--- src/rtl/conv_layer_sequencer_if.sv ---
// Controller / pixel-source side of the layer sequencer: launch handshake,
// per-group parameters and the frame-replay handshake.
interface conv_layer_sequencer_if #(
    parameter int WT_ADDR_WIDTH   = 12,
    parameter int BIAS_ADDR_WIDTH = 7
);
    logic [9:0]                 conv_ci_groups;
    logic [BIAS_ADDR_WIDTH-1:0] conv_output_group;
    logic [WT_ADDR_WIDTH-1:0]   conv_wt_base_addr;
    logic                       conv_go;
    logic                       conv_busy;
    logic                       conv_done;
    logic                       stream_restart;
    logic                       stream_ready;

    modport master (
        output conv_ci_groups,
        output conv_output_group,
        output conv_wt_base_addr,
        output conv_go,
        output stream_restart,
        input  conv_busy,
        input  conv_done,
        input  stream_ready
    );

    modport slave (
        input  conv_ci_groups,
        input  conv_output_group,
        input  conv_wt_base_addr,
        input  conv_go,
        input  stream_restart,
        output conv_busy,
        output conv_done,
        output stream_ready
    );
endinterface

--- src/rtl/conv_layer_sequencer.sv ---
// Layer scheduler: launches the convolution controller once per output-channel
// group, replaying the pixel stream before each launch.
module conv_layer_sequencer #(
    parameter int WT_ADDR_WIDTH   = 12,
    parameter int BIAS_ADDR_WIDTH = 7
) (
    input  logic                       clk,
    input  logic                       rst,
    input  logic [BIAS_ADDR_WIDTH:0]   cfg_co_groups,
    input  logic [9:0]                 cfg_ci_groups,
    input  logic [WT_ADDR_WIDTH-1:0]   cfg_wt_layer_base,
    input  logic                       start,
    input  logic                       abort,
    output logic                       busy,
    output logic                       layer_done,
    output logic                       err_cfg,
    output logic                       aborted,
    output logic [BIAS_ADDR_WIDTH-1:0] group_idx,
    conv_layer_sequencer_if.master     ctrl
);

    localparam int CO_W  = BIAS_ADDR_WIDTH + 1;
    localparam int SUM_W = (WT_ADDR_WIDTH >= 10) ? WT_ADDR_WIDTH + 1 : 11;

    typedef enum logic [1:0] {
        S_IDLE,
        S_SETUP,
        S_WAIT_STREAM,
        S_WAIT_DONE
    } state_t;

    state_t                     r_state;
    logic [CO_W-1:0]            r_co;
    logic [9:0]                 r_ci;
    logic [WT_ADDR_WIDTH-1:0]   r_addr;
    logic [BIAS_ADDR_WIDTH-1:0] r_g;

    logic                       r_busy;
    logic                       r_layer_done;
    logic                       r_err_cfg;
    logic                       r_aborted;
    logic [BIAS_ADDR_WIDTH-1:0] r_group_idx;
    logic [9:0]                 r_conv_ci;
    logic [BIAS_ADDR_WIDTH-1:0] r_conv_group;
    logic [WT_ADDR_WIDTH-1:0]   r_conv_addr;
    logic                       r_conv_go;
    logic                       r_stream_restart;

    logic [SUM_W-1:0]           w_next_sum;
    logic                       w_wrap;
    logic                       w_last;
    logic                       w_cfg_bad;
    logic                       w_launch_ok;

    // Any bit above the address width means the next group's weights wrapped.
    assign w_next_sum  = SUM_W'(r_addr) + SUM_W'(r_ci);
    assign w_wrap      = |w_next_sum[SUM_W-1:WT_ADDR_WIDTH];
    assign w_last      = (CO_W'(r_g) + CO_W'(1)) == r_co;
    assign w_cfg_bad   = (cfg_co_groups == '0) || (cfg_ci_groups == '0);
    // A ready seen alongside our own restart pulse predates the rewind.
    assign w_launch_ok = !r_stream_restart && ctrl.stream_ready && !ctrl.conv_busy;

    always_ff @(posedge clk or posedge rst) begin
        if (rst) begin
            r_state          <= S_IDLE;
            r_co             <= '0;
            r_ci             <= '0;
            r_addr           <= '0;
            r_g              <= '0;
            r_busy           <= 1'b0;
            r_layer_done     <= 1'b0;
            r_err_cfg        <= 1'b0;
            r_aborted        <= 1'b0;
            r_group_idx      <= '0;
            r_conv_ci        <= '0;
            r_conv_group     <= '0;
            r_conv_addr      <= '0;
            r_conv_go        <= 1'b0;
            r_stream_restart <= 1'b0;
        end else begin
            r_layer_done     <= 1'b0;
            r_err_cfg        <= 1'b0;
            r_aborted        <= 1'b0;
            r_conv_go        <= 1'b0;
            r_stream_restart <= 1'b0;

            if (r_state != S_IDLE && abort) begin
                r_state   <= S_IDLE;
                r_busy    <= 1'b0;
                r_aborted <= 1'b1;
            end else begin
                case (r_state)
                    S_IDLE: begin
                        if (start && !abort) begin
                            if (w_cfg_bad) begin
                                r_err_cfg <= 1'b1;
                            end else begin
                                r_co    <= cfg_co_groups;
                                r_ci    <= cfg_ci_groups;
                                r_addr  <= cfg_wt_layer_base;
                                r_g     <= '0;
                                r_busy  <= 1'b1;
                                r_state <= S_SETUP;
                            end
                        end
                    end

                    S_SETUP: begin
                        r_conv_group     <= r_g;
                        r_group_idx      <= r_g;
                        r_conv_addr      <= r_addr;
                        r_conv_ci        <= r_ci;
                        r_stream_restart <= 1'b1;
                        r_state          <= S_WAIT_STREAM;
                    end

                    S_WAIT_STREAM: begin
                        if (w_launch_ok) begin
                            r_conv_go <= 1'b1;
                            r_state   <= S_WAIT_DONE;
                        end
                    end

                    S_WAIT_DONE: begin
                        if (ctrl.conv_done) begin
                            if (w_last) begin
                                r_busy       <= 1'b0;
                                r_layer_done <= 1'b1;
                                r_state      <= S_IDLE;
                            end else if (w_wrap) begin
                                r_busy    <= 1'b0;
                                r_err_cfg <= 1'b1;
                                r_state   <= S_IDLE;
                            end else begin
                                r_g     <= r_g + BIAS_ADDR_WIDTH'(1);
                                r_addr  <= w_next_sum[WT_ADDR_WIDTH-1:0];
                                r_state <= S_SETUP;
                            end
                        end
                    end

                    default: r_state <= S_IDLE;
                endcase
            end
        end
    end

    assign busy                   = r_busy;
    assign layer_done             = r_layer_done;
    assign err_cfg                = r_err_cfg;
    assign aborted                = r_aborted;
    assign group_idx              = r_group_idx;
    assign ctrl.conv_ci_groups    = r_conv_ci;
    assign ctrl.conv_output_group = r_conv_group;
    assign ctrl.conv_wt_base_addr = r_conv_addr;
    assign ctrl.conv_go           = r_conv_go;
    assign ctrl.stream_restart    = r_stream_restart;

endmodule

--- src/flat_wrapper.sv ---
// flat-port wrapper written by rule: the top's interface ports become plain ports
module conv_layer_sequencer_flat 
#(
    parameter int WT_ADDR_WIDTH   = 12,
    parameter int BIAS_ADDR_WIDTH = 7
)
  (clk, rst, cfg_co_groups, cfg_ci_groups, cfg_wt_layer_base, start, abort, busy, layer_done, err_cfg, aborted, group_idx, ctrl_conv_ci_groups, ctrl_conv_output_group, ctrl_conv_wt_base_addr, ctrl_conv_go, ctrl_stream_restart, ctrl_conv_busy, ctrl_conv_done, ctrl_stream_ready);
  conv_layer_sequencer_if #(.WT_ADDR_WIDTH(WT_ADDR_WIDTH), .BIAS_ADDR_WIDTH(BIAS_ADDR_WIDTH)) ctrl_i ();
  input  logic clk;
  input  logic rst;
  input  logic [BIAS_ADDR_WIDTH:0] cfg_co_groups;
  input  logic [9:0] cfg_ci_groups;
  input  logic [WT_ADDR_WIDTH-1:0] cfg_wt_layer_base;
  input  logic start;
  input  logic abort;
  output logic busy;
  output logic layer_done;
  output logic err_cfg;
  output logic aborted;
  output logic [BIAS_ADDR_WIDTH-1:0] group_idx;
  output wire logic [$bits(ctrl_i.conv_ci_groups)-1:0] ctrl_conv_ci_groups;
  output wire logic [$bits(ctrl_i.conv_output_group)-1:0] ctrl_conv_output_group;
  output wire logic [$bits(ctrl_i.conv_wt_base_addr)-1:0] ctrl_conv_wt_base_addr;
  output wire logic [$bits(ctrl_i.conv_go)-1:0] ctrl_conv_go;
  output wire logic [$bits(ctrl_i.stream_restart)-1:0] ctrl_stream_restart;
  input wire logic [$bits(ctrl_i.conv_busy)-1:0] ctrl_conv_busy;
  input wire logic [$bits(ctrl_i.conv_done)-1:0] ctrl_conv_done;
  input wire logic [$bits(ctrl_i.stream_ready)-1:0] ctrl_stream_ready;
  assign ctrl_conv_ci_groups = ctrl_i.conv_ci_groups;
  assign ctrl_conv_output_group = ctrl_i.conv_output_group;
  assign ctrl_conv_wt_base_addr = ctrl_i.conv_wt_base_addr;
  assign ctrl_conv_go = ctrl_i.conv_go;
  assign ctrl_stream_restart = ctrl_i.stream_restart;
  assign ctrl_i.conv_busy = ctrl_conv_busy;
  assign ctrl_i.conv_done = ctrl_conv_done;
  assign ctrl_i.stream_ready = ctrl_stream_ready;
  conv_layer_sequencer #(.WT_ADDR_WIDTH(WT_ADDR_WIDTH), .BIAS_ADDR_WIDTH(BIAS_ADDR_WIDTH)) u_core (.clk(clk), .rst(rst), .cfg_co_groups(cfg_co_groups), .cfg_ci_groups(cfg_ci_groups), .cfg_wt_layer_base(cfg_wt_layer_base), .start(start), .abort(abort), .busy(busy), .layer_done(layer_done), .err_cfg(err_cfg), .aborted(aborted), .group_idx(group_idx), .ctrl(ctrl_i));
endmodule
--- config.mk ---
export PLATFORM = sky130hd
export DESIGN_NAME = conv_layer_sequencer_flat
export DESIGN_NICKNAME = d
export VERILOG_FILES = /design/src/rtl/conv_layer_sequencer_if.sv /design/src/rtl/conv_layer_sequencer.sv /design/src/flat_wrapper.sv
export SDC_FILE = /design/constraint.sdc
export NUM_CORES = 1
export LEC_CHECK = 0
export CAP_MARGIN = 20
export CORE_MARGIN = 5
export CORE_UTILIZATION = 52
export CTS_CLUSTER_SIZE = 10
export DETAILED_ROUTE_END_ITERATION = 10
export GPL_TIMING_DRIVEN = 0
export PLACE_DENSITY = 0.84
export SYNTH_ARGS = -nofsm -noshare
export SYNTH_HDL_FRONTEND = slang
export SYNTH_SLANG_ARGS = --single-unit
--- constraint.sdc ---
create_clock -name clk -period 3.4 [get_ports clk]
set_input_delay 0.85 -clock clk [delete_from_list [all_inputs] [get_ports clk]]
set_output_delay 0.85 -clock clk [all_outputs]
set_load 0.01 [all_outputs]
==> Word-level counts from Yosys, hierarchy flattened <==
Index checks and enable logic that the tools add are counted.
{ "op_classes": {"add_sub_neg": 3, "n_eq_ne": 14, "n_mux": 44, "n_bitwise": 2, "reduce_logical": 19} }
{ "ops": {"columns": ["operator", "n"], "rows": [
  ["$mux W12", 5],
  ["$mux W7", 5],
  ["$pmux W12 S2", 1],
  ["$mux W1", 23],
  ["$pmux W7 S2", 1],
  ["$add A12 B10 Y13", 1],
  ["$mux W2", 6],
  ["$logic_not A10 Y1", 1],
  ["$add A7 B1 Y8 const B", 1],
  ["$eq A8 B8 Y1", 1],
  ["$logic_not A8 Y1", 1],
  ["$ne A2 B2 Y1 const B", 4],
  ["$pmux W2 S4", 1],
  ["$reduce_and A4 Y1", 2],
  ["$add A7 B1 Y7 const B", 1],
  ["$reduce_and A7 Y1", 1],
  ["$ne A3 B1 Y1 const B", 2],
  ["$reduce_and A5 Y1", 1],
  ["$eq A2 B2 Y1 const B", 2],
  ["$logic_and A1 B1 Y1", 4],
  ["$ne A4 B1 Y1 const B", 1],
  ["$pmux W1 S2", 2],
  ["$reduce_bool A2 Y1", 2],
  ["$logic_not A1 Y1", 3],
  ["other kinds (9)", 10]
]} }
{ "word_totals": {"regBits": 74, "in_bits": 37, "output_inout_bits": 42} }

==> Longest topological paths before layout <==
{ "logic_depth": {"ltp_word": 6, "ltp_mapped": 10, "depth_no_buf": 9} }

==> Worst setup path before layout <==
No wires, ideal clock.
{ "synth_path": {"path_type": "reg-to-reg", "startpoint": "register u_core.r_addr[0]", "endpoint": "register u_core.r_addr[0]", "setup_ns": 0.125, "arrival_ns": 2.675, "required_ns": 3.275, "setup_slack_ns": 0.600, "path_stages_with_launch": 11, "synth_period_minus_slack_ns": 2.800, "path_cell_list": "dfrtp_1 -> ha_1 -> fa_1 -> a21oi_1 -> o221ai_2 -> a41oi_2 -> nor2_1 -> a211oi_4 -> nor2_2 -> buf_6 -> mux2_4"} }
{ "synth_between": {"elab_chain_len": 5} }
{ "synth_rtl": {"columns": ["element", "line_no", "rtl"], "rows": [
  ["start: declaration", "conv_layer_sequencer.sv:35", "logic [WT_ADDR_WIDTH-1:0] r_addr;"],
  ["start signal: assignment", "conv_layer_sequencer.sv:100", "r_addr <= cfg_wt_layer_base;"],
  ["start signal: assignment", "conv_layer_sequencer.sv:136", "r_addr <= w_next_sum[WT_ADDR_WIDTH-1:0];"],
  ["$add A12 B10 Y13 *", "conv_layer_sequencer.sv:56", "assign w_next_sum = SUM_W'(r_addr) + SUM_W'(r_ci);"],
  ["$mux W12", "conv_layer_sequencer.sv:130", "end else if (w_wrap) begin"],
  ["$mux W12", "conv_layer_sequencer.sv:126", "if (w_last) begin"],
  ["$mux W12", "conv_layer_sequencer.sv:125", "if (ctrl.conv_done) begin"],
  ["$pmux W12 S2", "conv_layer_sequencer.sv:92", "case (r_state)"]
]} }
Every way passes the cells marked *; elsewhere a longest branch is shown, timed or not. The select of a mux whose other input is x is not followed.
A chain may end at the register's enable or synchronous reset.

==> Worst setup path in the final report <==
{ "layout_path": {"startpoint": "register u_core.r_addr[0]", "endpoint": "register u_core.r_addr[6]"} }
Same word-level chain as after synthesis.

==> flow_metrics.env <==
export IMPL_status="finished clean"
export IMPL_worstSetupPathType="register to register"
export IMPL_synth_most_common_cell="dfrtp_1"
export IMPL_drcViolationCount=0
export IMPL_grt_max_degree=75
export IMPL_max_freq_mhz=309
export IMPL_via_count=3148
export IMPL_post_cts_buffers=0
export IMPL_ys_async_sr_fraction_pct=100
export IMPL_clk_path_buf_depth=2
export IMPL_syn_mean_instance_area_um2=11.2
export IMPL_synth_seq_cells=74
export IMPL_ant_nets=0
export IMPL_critical_path_required_ns=3.63
export IMPL_syn_nets=414
export IMPL_clkTransAtPathRegs_ns=0.07
export IMPL_clock_sinks=74
export IMPL_place_inst=540
export IMPL_synth_top_family_by_area="multiplexers"
export IMPL_setup_viol=0
export IMPL_layout_drive_gt1_share_pct=20.0
export IMPL_path_cells="ha_1 -> fa_1 -> a21oi_1 -> o221ai_2 -> a41oi_2 -> nor2_1 -> a211oi_4 -> nor2_2 -> buf_6 -> mux2_4"
export IMPL_cp_startpoint="u_core.r_addr[0]"
export IMPL_tightest_slew_ns=0.883
export IMPL_fp_dieH_um=97.9
export IMPL_grt_setup_unrepaired="no"
export IMPL_wl_per_cell_um=17.0
export IMPL_initial_utilization_pct=52.8
export IMPL_powerDensity_nw_per_um2=954
export IMPL_grt_overflow_total=0
export IMPL_synth_adder_area_share_pct=5.48
export IMPL_io_buffers=78
export IMPL_slew_violations=0
export IMPL_final_core_util_pct=66.8
export IMPL_die_width_um=97.9
export IMPL_num_nets_final=502
export IMPL_ys_warn_count=0
export IMPL_synth_cell_area_um2=4020
export IMPL_skew_ns=0.00760
export IMPL_numCtsBuffers=9
export IMPL_antenna_found_initial=0
export IMPL_slowest_delay_ns=0.47
export IMPL_routed_via_density=5.70
export IMPL_whs_ns=0.495
export IMPL_firstDrtPassIters=5
export IMPL_period_share_pct=95.0
export IMPL_synth_edf_count=0
export IMPL_hpwl_um=6820
export IMPL_crit_buf_inv=1
export IMPL_p_leak_nw=2.19
export IMPL_end_kind="register"
export IMPL_hp_class="register to register"
export IMPL_synth_ff_type="dfrtp_1"
export IMPL_root_buffer="clkbuf_8"
export IMPL_yosysTopAreaCellShare_pct=46.1
export IMPL_drt_wl_total_um=9360
export IMPL_crit_path_max_fanout=10
export IMPL_postCtsHoldBufs=0
export IMPL_gp_congestion=0.926
export IMPL_worst_path_max_delay_cell="a211oi_4"
export IMPL_synth_compound_area_share_pct=11.5
export IMPL_h_tree_depth=3
export IMPL_hold_path_startpoint="u_core.ctrl.conv_wt_base_addr[8]"
export IMPL_grtUsageTotal_pct=20.3
export IMPL_syn_inst=360
export IMPL_synth_cell_types=57
export IMPL_synthMuxAreaShare_pct=17.9
export IMPL_cts_tree="built"
export IMPL_synth_top_area_cell="dfrtp_1"
export IMPL_area_growth_pct=26.6
export IMPL_cp_arrival_ns=3.46
export IMPL_area_sequential_um2=1850
export IMPL_multi_input_area_um2=1980
export IMPL_io_pins=79
export IMPL_synth_simple_area_share_pct=11.9
export IMPL_ys_seq_area_share_pct=46.1
export IMPL_finalHoldViolCount=0
export IMPL_worstSetupStartpointType="register"
export IMPL_relSlewSlack_pct=41.1
export IMPL_diodes=0
export IMPL_finalWorstSetupSlack_ns=0.168
export IMPL_synthTopCellsByCount="dfrtp_1 (74), mux2_2 (50), nand2_1 (32), inv_1 (17)"
export IMPL_pre_cts_ws_ns=-0.413
export IMPL_crit_family="compound AO/OA/AOI/OAI gates"
export IMPL_fin_crit_ns=3.23
export IMPL_dr_first_iter_drc_count=251
export IMPL_coreArea_um2=7610
export IMPL_p_total_mw=4.85
export IMPL_insertion_delay_ns=0.35
export IMPL_max_cap_violations=0
export IMPL_dieArea_um2=9580
export IMPL_grt_pass1_vias=3252
export IMPL_grt_pass1_wl_um=15800
export IMPL_final_cells=552
export IMPL_timing_rr_start="u_core.r_addr[0]"
export IMPL_synth_xor_area_share_pct=2.62
export IMPL_peakVddDrop_mv=0.570
export IMPL_yosys_top_cells_area="dfrtp_1 (46%), mux2_2 (14%), ha_1 (5.0%), nand2_1 (3.0%), mux2_4 (2.6%)"
export IMPL_nFillCells=574
export IMPL_row_count=32
==> cell type report <==
type,instances,area share (%)
multi-input combinational,249,39.0
sequential,74,36.4
timing repair buffer,78,15.4
clock buffer,13,3.13
tap,102,2.51
buffer,19,2.24
inverter,17,1.30
==> metrics by stage <==
| step | cell area, µm² | TNS, ns |
|---|---|---|
| 6_report | 5080 | 0 |
| 5_1_grt | 5080 | 0 |
| 4_1_cts | 5080 | 0 |
| 3_5_place_dp | 4930 | -4.03 |
| 3_3_place_gp | 4920 | -39.04 |
| 2_1_floorplan | 4020 | 0 |
==> cells by family after synthesis <==
logic type               after synthesis
AND/OR/NAND/NOR                       95
flip-flops                            74
AO/OA/AOI/OAI                         63
multiplexers                          62
buffers and inverters                 37
adder cells (fa/ha/maj)               17
XOR/XNOR                              12
==> power by group <==
group          internal, mW  leakage (nW)  switching [mW]
clock network         0.293        0.0815           0.291
logic                  1.41          1.21            1.24
registers              1.29         0.908           0.320
total                  3.00          2.19            1.85
==> metal layers <==
metal	routed length, µm	vias to the layer above	track usage [%]
met2	4340	120	31.8
met5	0	-	0
met4	205	0	8.52
met1	4330	1537	28.0
li1	-	1470	-
met3	493	21	3.36
==> cell usage in the layout (no fill, tap or decap), drive strengths merged, types with 12 or more instances in the layout <==
| master | netlist | routed |
|---|---|---|
| a21oi | 12 | 12 |
| ha | 16 | 16 |
| nor2 | 17 | 17 |
| clkdlybuf4s50 | 0 | 78 |
| clkbuf | 8 | 20 |
| o21ai | 12 | 12 |
| dfrtp | 74 | 74 |
| nand2 | 32 | 32 |
| buf | 12 | 12 |
| mux2 | 57 | 57 |
| inv | 17 | 17 |
==> flip-flops by register name, indices dropped and copies added, names as in the netlist, 2 cells and up <==
name,count
u_core.ctrl.conv_ci_groups,10
u_core.ctrl.conv_wt_base_addr,12
u_core.group_idx,7
u_core.r_addr,12
u_core.r_ci,10
u_core.r_co,8
u_core.r_g,7
u_core.r_state,2
==> worst min-delay path, stage by stage (launching register included) <==
cell     delay (ns)
dfrtp_1        0.35
nand2_1        0.05
o21ai_0        0.06
==> path summary, 6_finish.rpt <==
path	cells after the start	slack, ns	endpoint
min in group asynchronous	2	1.06	u_core.r_addr[1]
min reg2reg	2	0.49	u_core.ctrl.conv_wt_base_addr[8]
min	2	0.49	u_core.ctrl.conv_wt_base_addr[8]
max	10	0.17	u_core.r_addr[6]
max in group asynchronous	2	1.77	u_core.ctrl.conv_wt_base_addr[9]
max reg2reg	10	0.17	u_core.r_addr[6]
==> repair_timing <==
| item | CTS | global route |
|---|---|---|
| gates cloned | 0 | 0 |
| pin swaps | 0 | 0 |
| endpoints found under the setup margin | 7 | 1 |
| hold endpoints to repair | 0 | 0 |
| resized for setup | 0 | 1 |
Note: power is estimated with default switching activity, not from simulation.
